[config.mk]
export PLATFORM = sky130hd
export DESIGN_NAME = seg7_scan_pwm
export DESIGN_NICKNAME = d
export VERILOG_FILES = /design/src/rtl/seg7_scan_pwm.sv
export SDC_FILE = /design/constraint.sdc
export NUM_CORES = 1
export LEC_CHECK = 0
export CORE_MARGIN = 4
export CORE_UTILIZATION = 25
export DETAILED_ROUTE_END_ITERATION = 10
export MAX_ROUTING_LAYER = met4
export PLACE_DENSITY_LB_ADDON = 0.25
export SLEW_MARGIN = 20
export SYNTH_ARGS = -nofsm -noshare
export SYNTH_HDL_FRONTEND = slang
export SYNTH_SLANG_ARGS = --single-unit
[constraint.sdc]
create_clock -name clk -period 4.65 [get_ports clk]
set_clock_uncertainty 0.05 [all_clocks]
set_input_delay 0.6975 -clock clk [delete_from_list [all_inputs] [get_ports clk]]
set_output_delay 0.6975 -clock clk [all_outputs]
set_load 0.005 [all_outputs]
[src/rtl/seg7_scan_pwm.sv]
`default_nettype none
// ============================================================================
// Module   : seg7_scan_pwm
// Purpose  : Multiplexed 7-segment scanner with per-digit enable/DP,
//            4-bit PWM brightness with a blanking gap, leading-zero
//            suppression, and a frame-coherent input snapshot.
// Revision : 1.0 - initial release
// ============================================================================
module seg7_scan_pwm #(
    parameter int DIGITS    = 8,
    parameter int SCAN_BITS = 17
) (
    input  logic                  clk,
    input  logic                  rst,
    input  logic [4*DIGITS-1:0]   num_data,
    input  logic [DIGITS-1:0]     dp_in,
    input  logic [DIGITS-1:0]     digit_en,
    input  logic [3:0]            brightness,
    input  logic                  lzs_en,
    output logic [DIGITS-1:0]     num_csn,
    output logic [6:0]            num_a_g,
    output logic                  num_dp
);

    localparam int                  IW         = (DIGITS > 1) ? $clog2(DIGITS) : 1;
    localparam logic [IW-1:0]       C_LAST_IDX = IW'(DIGITS - 1);
    localparam logic [IW-1:0]       C_IDX_ONE  = IW'(1);
    localparam logic [SCAN_BITS-1:0] C_DIV_ONE = SCAN_BITS'(1);

    // Scan counters
    logic [SCAN_BITS-1:0] div_q, div_d;
    logic [IW-1:0]        idx_q, idx_d;

    // Frame snapshot of the inputs
    logic [4*DIGITS-1:0]  sh_data_q, sh_data_d;
    logic [DIGITS-1:0]    sh_dp_q, sh_dp_d;
    logic [DIGITS-1:0]    sh_en_q, sh_en_d;
    logic [3:0]           sh_br_q, sh_br_d;
    logic                 sh_lzs_q, sh_lzs_d;

    // Stage A
    logic [IW-1:0]        a_idx_q, a_idx_d;
    logic                 a_lit_q, a_lit_d;
    logic [3:0]           a_nib_q, a_nib_d;
    logic                 a_dp_q, a_dp_d;

    // Stage B (pin drivers)
    logic [DIGITS-1:0]    csn_q, csn_d;
    logic [6:0]           seg_q, seg_d;
    logic                 dp_q, dp_d;

    // Effective (snapshot-coherent) view of the inputs for the current cycle
    logic                 w_frame_start;
    logic [4*DIGITS-1:0]  w_data;
    logic [DIGITS-1:0]    w_dp;
    logic [DIGITS-1:0]    w_en;
    logic [3:0]           w_br;
    logic                 w_lzs;
    logic [3:0]           w_sub;
    logic                 w_zero_run;
    logic                 w_supp;
    logic                 w_en_bit;

    function automatic logic [6:0] seg_decode(input logic [3:0] v);
        case (v)
            4'h0:    seg_decode = 7'b0000001;
            4'h1:    seg_decode = 7'b1001111;
            4'h2:    seg_decode = 7'b0010010;
            4'h3:    seg_decode = 7'b0000110;
            4'h4:    seg_decode = 7'b1001100;
            4'h5:    seg_decode = 7'b0100100;
            4'h6:    seg_decode = 7'b0100000;
            4'h7:    seg_decode = 7'b0001111;
            4'h8:    seg_decode = 7'b0000000;
            4'h9:    seg_decode = 7'b0000100;
            4'hA:    seg_decode = 7'b0001000;
            4'hB:    seg_decode = 7'b1100000;
            4'hC:    seg_decode = 7'b0110001;
            4'hD:    seg_decode = 7'b1000010;
            4'hE:    seg_decode = 7'b0110000;
            default: seg_decode = 7'b0111000;
        endcase
    endfunction

    // Divider/index stepping and snapshot capture at frame start
    always_comb begin
        w_frame_start = (div_q == '0) && (idx_q == '0);
        div_d = div_q + C_DIV_ONE;
        idx_d = idx_q;
        if (div_q == '1) begin
            idx_d = (idx_q == C_LAST_IDX) ? '0 : idx_q + C_IDX_ONE;
        end
        sh_data_d = sh_data_q;
        sh_dp_d   = sh_dp_q;
        sh_en_d   = sh_en_q;
        sh_br_d   = sh_br_q;
        sh_lzs_d  = sh_lzs_q;
        if (w_frame_start) begin
            sh_data_d = num_data;
            sh_dp_d   = dp_in;
            sh_en_d   = digit_en;
            sh_br_d   = brightness;
            sh_lzs_d  = lzs_en;
        end
        // The first cycle of a frame uses the values being captured, so the
        // whole frame (including its very first subphase) is coherent.
        w_data = w_frame_start ? num_data   : sh_data_q;
        w_dp   = w_frame_start ? dp_in      : sh_dp_q;
        w_en   = w_frame_start ? digit_en   : sh_en_q;
        w_br   = w_frame_start ? brightness : sh_br_q;
        w_lzs  = w_frame_start ? lzs_en     : sh_lzs_q;
    end

    // Stage A: select the current digit and decide whether it is lit
    always_comb begin
        w_sub      = div_q[SCAN_BITS-1 -: 4];
        w_zero_run = 1'b1;
        w_supp     = 1'b0;
        w_en_bit   = 1'b0;
        a_nib_d    = 4'h0;
        a_dp_d     = 1'b0;
        a_idx_d    = idx_q;
        for (int j = 0; j < DIGITS; j++) begin
            // Running "all nibbles up to here are zero" from the left
            w_zero_run = w_zero_run & (w_data[4*(DIGITS-1-j) +: 4] == 4'h0);
            if (idx_q == IW'(j)) begin
                a_nib_d  = w_data[4*(DIGITS-1-j) +: 4];
                a_dp_d   = w_dp[DIGITS-1-j];
                w_en_bit = w_en[DIGITS-1-j];
                w_supp   = w_lzs && w_zero_run && (j != DIGITS - 1);
            end
        end
        a_lit_d = w_en_bit && (w_sub < w_br) && !w_supp;
    end

    // Stage B: build chip-select, segments and DP together
    always_comb begin
        csn_d = '1;
        seg_d = 7'h7F;
        dp_d  = 1'b1;
        if (a_lit_q) begin
            for (int j = 0; j < DIGITS; j++) begin
                if (a_idx_q == IW'(j)) begin
                    csn_d[DIGITS-1-j] = 1'b0;
                end
            end
            seg_d = seg_decode(a_nib_q);
            dp_d  = ~a_dp_q;
        end
    end

    // State registers with synchronous reset
    always_ff @(posedge clk) begin
        if (rst) begin
            div_q     <= '0;
            idx_q     <= '0;
            sh_data_q <= '0;
            sh_dp_q   <= '0;
            sh_en_q   <= '0;
            sh_br_q   <= '0;
            sh_lzs_q  <= 1'b0;
            a_idx_q   <= '0;
            a_lit_q   <= 1'b0;
            a_nib_q   <= 4'h0;
            a_dp_q    <= 1'b0;
            csn_q     <= '1;
            seg_q     <= 7'h7F;
            dp_q      <= 1'b1;
        end else begin
            div_q     <= div_d;
            idx_q     <= idx_d;
            sh_data_q <= sh_data_d;
            sh_dp_q   <= sh_dp_d;
            sh_en_q   <= sh_en_d;
            sh_br_q   <= sh_br_d;
            sh_lzs_q  <= sh_lzs_d;
            a_idx_q   <= a_idx_d;
            a_lit_q   <= a_lit_d;
            a_nib_q   <= a_nib_d;
            a_dp_q    <= a_dp_d;
            csn_q     <= csn_d;
            seg_q     <= seg_d;
            dp_q      <= dp_d;
        end
    end

    assign num_csn = csn_q;
    assign num_a_g = seg_q;
    assign num_dp  = dp_q;

endmodule
`default_nettype wire

==> metrics.cfg <==
[floorplan]
fp.dieW_um = 142
start_util = 0.257
dieArea_um2 = 20200
core_area_um2 = 17500
ios = 71
fp.dieH_um = 142
rows = 48

[placed_design]
port_buffers = 70
place_inst = 767
hpwl_um = 9020
place.gp.congestion = 0.846

[synth]
ys_ff_latch = 98
syn_nets = 570
yosysUniqueCellTypes = 55
ys.flop_type = dfxtp_1
synth-edff-count = 0
async_flop_share = 0
syn_avg_cell_area_um2 = 9.04
syn_area_um2 = 4490
synthCells = 497
yosysWarningCount = 0
ys_seq_area_frac = 0.437

[grt]
grt_pass1_vias = 3651
grt_use_total = 0.125
antenna_found_initial = 0
grt_pass1_wl_um = 18900
grt_start_max_net_pins = 82
overflow = 0

[clock_network]
clk_pin_slew_ns = 0.06
htree_levels = 3
cts_tree = built
insertion_delay_ns = 0.36
post-cts-setup-buffer-count = 0
cts.sink_count = 98
hold_buffers = 0
cts_buffers = 9
clk_path_buf_depth = 2
cts_resized = 0
clock_tree.root_cell = clkbuf_16

[setup_path]
ff2ff_path_depth = 11
critPathArrivalTime_ns = 3.68
required_ns = 4.87
r2r_end = a_lit_q
crit_type = reg -> reg
cp_max_fo = 53
crit_path_end_kind = flip-flop
start_kind = flip-flop
reg2reg_slack_ns = 1.19
reg2reg_from = a_idx_d[0]

[final_layout]
post-route-util = 0.325
syn2layout_area_growth_pct = 26.4
fin_cells = 782
layout_commonest_cell = dfxtp_1
drive_gt1_frac = 0.0557
num_antenna_cells = 0
final_nets = 626
final_cell_mix = dfxtp_1 (98), clkdlybuf4s50_1 (69), nor2_1 (66), nand2_1 (53), mux2i_1 (45)

[hold_path]
holdPathStages = 1
holdPathEnd = num_dp
hold_path.class = reg -> reg
hp-start = a_dp_q

[drt]
drt-initial-drc-count = 162
route.vias.total = 3740
routed_wl_um = 12200
drc = 0
first_pass_iters = 6
wl_per_cell_um = 15.5
vias_per_cell = 4.78
antenna_left = 0

[sta]
relSlewSlack = 0.424
setup_violations = 0
rsz0062_at_grt = no
post-route-min-period_ns = 3.46
fin_tns_setup_ns = 0
maxSlewViolCount = 0
fin_crit_sh = 0.745
fmaxAchievable_ghz = 0.289
worstMarginPinSlew_ns = 0.864
hold_viol = 0

[pwr]
power_density_nw_per_um2 = 369
power_leakage_nw = 2.21
vdd.ir_drop.worst_uv = 192

[run_status]
status = completed

[run]
cap_violations = 0

routing by layer:
layer  part of all wire  wire (um)  GRT usage  vias up
met2               0.49       5950      0.203       93
met1               0.44       5370      0.148     1778
li1                   -          -          -     1855
met4              0.015        187     0.0419        0
met3              0.053        645     0.0353       14
met5                  0          0          -        -
final cells by class:
type	instances	area (um2)
Tap cell	225	282
Fill cell	1780	11800
Clock buffer	10	229
Clock inverter	5	104
Multi-Input combinational cell	358	2350
Sequential cell	98	1960
Inverter	15	56.3
Timing Repair Buffer	71	703
cells by family after synthesis:
| family | after synthesis | synth area share |
|---|---|---|
| and+or+nand+nor | 195 | 0.208 |
| DFF | 98 | 0.437 |
| AOI/OAI and AO/OA | 79 | 0.114 |
| muxes | 53 | 0.124 |
| buffers and inverters | 41 | 0.0415 |
| adders and majority gates | 18 | 0.0501 |
| xor gates and xnor gates | 13 | 0.0253 |
power by group:
group          total (mW)  internal (mW)  switching [mW]
clock               0.838          0.523           0.315
combinational       0.335          0.159           0.175
sequential          0.925          0.896          0.0293
worst max-delay path: stages, from the launching register on:
cell       delay, ns
dfxtp_1         0.41
inv_1           0.11
ha_1            0.26
nor4b_2         0.18
and3_2          0.21
nand2_4         0.62
mux2i_1         0.33
ha_1            0.29
a21o_1          0.16
a2111oi_0       0.39
nand3_1         0.14
a211oi_1        0.21
through the flow:
| step | setup WS [ns] | power [mW] | cell area [um2] | hold WS [ns] |
|---|---|---|---|---|
| after global placement | 1.29 | 1.27 | 5350 | 0.313 |
| after CTS | 1.17 | 2.13 | 5680 | 0.325 |
| after detailed placement | 1.21 | 1.28 | 5350 | 0.309 |
| after floorplan | 1.67 | 1.16 | 4490 | 0.293 |
| final | 1.19 | 2.10 | 5680 | 0.323 |
| after global routing | 0.778 | 2.20 | 5680 | 0.338 |
worst max path at each step:
| stage | startpoint | to | slack, ns | cells past startpoint |
|---|---|---|---|---|
| global route | a_idx_d[0] | a_lit_q | 0.78 | 11 |
| CTS | a_idx_d[0] | a_lit_q | 1.17 | 11 |
| finish | a_idx_d[0] | a_lit_q | 1.19 | 11 |
| global placement | a_idx_d[0] | a_lit_q | 1.29 | 11 |
| detailed placement | a_idx_d[0] | a_lit_q | 1.21 | 11 |
| floorplan | a_idx_d[0] | a_lit_q | 1.67 | 13 |
flip-flops by register name, indices dropped and copies added (netlist names):
register	cells
sh_data_q	32
div_q	17
num_csn	8
sh_dp_q	8
sh_en_q	8
num_a_g	7
a_nib_q	4
sh_br_q	4
a_idx_d	3
a_idx_q	3
a_dp_q	1
a_lit_q	1
num_dp	1
sh_lzs_q	1
cell usage after synthesis (all sizes together) (3+ instances only):
library cell,number,share of area
dfxtp,98,0.44
nor2,67,0.058
nand2,54,0.047
mux2i,45,0.10
a21oi,22,0.024
nand3,20,0.022
o21ai,20,0.022
ha,18,0.050
nor4,16,0.026
clkbuf,14,0.012
inv,14,0.012
nor2b,14,0.019
buf,12,0.017
xor2,10,0.019
mux2,7,0.019
and3,6,0.0086
nor3,6,0.0067
a22oi,4,0.0067
nand4,4,0.0056
o211ai,4,0.0067
a221o,3,0.0067
a31oi,3,0.0042
o31a,3,0.0058
xnor2,3,0.0058
No activity file was read; power rests on OpenSTA's default activity.
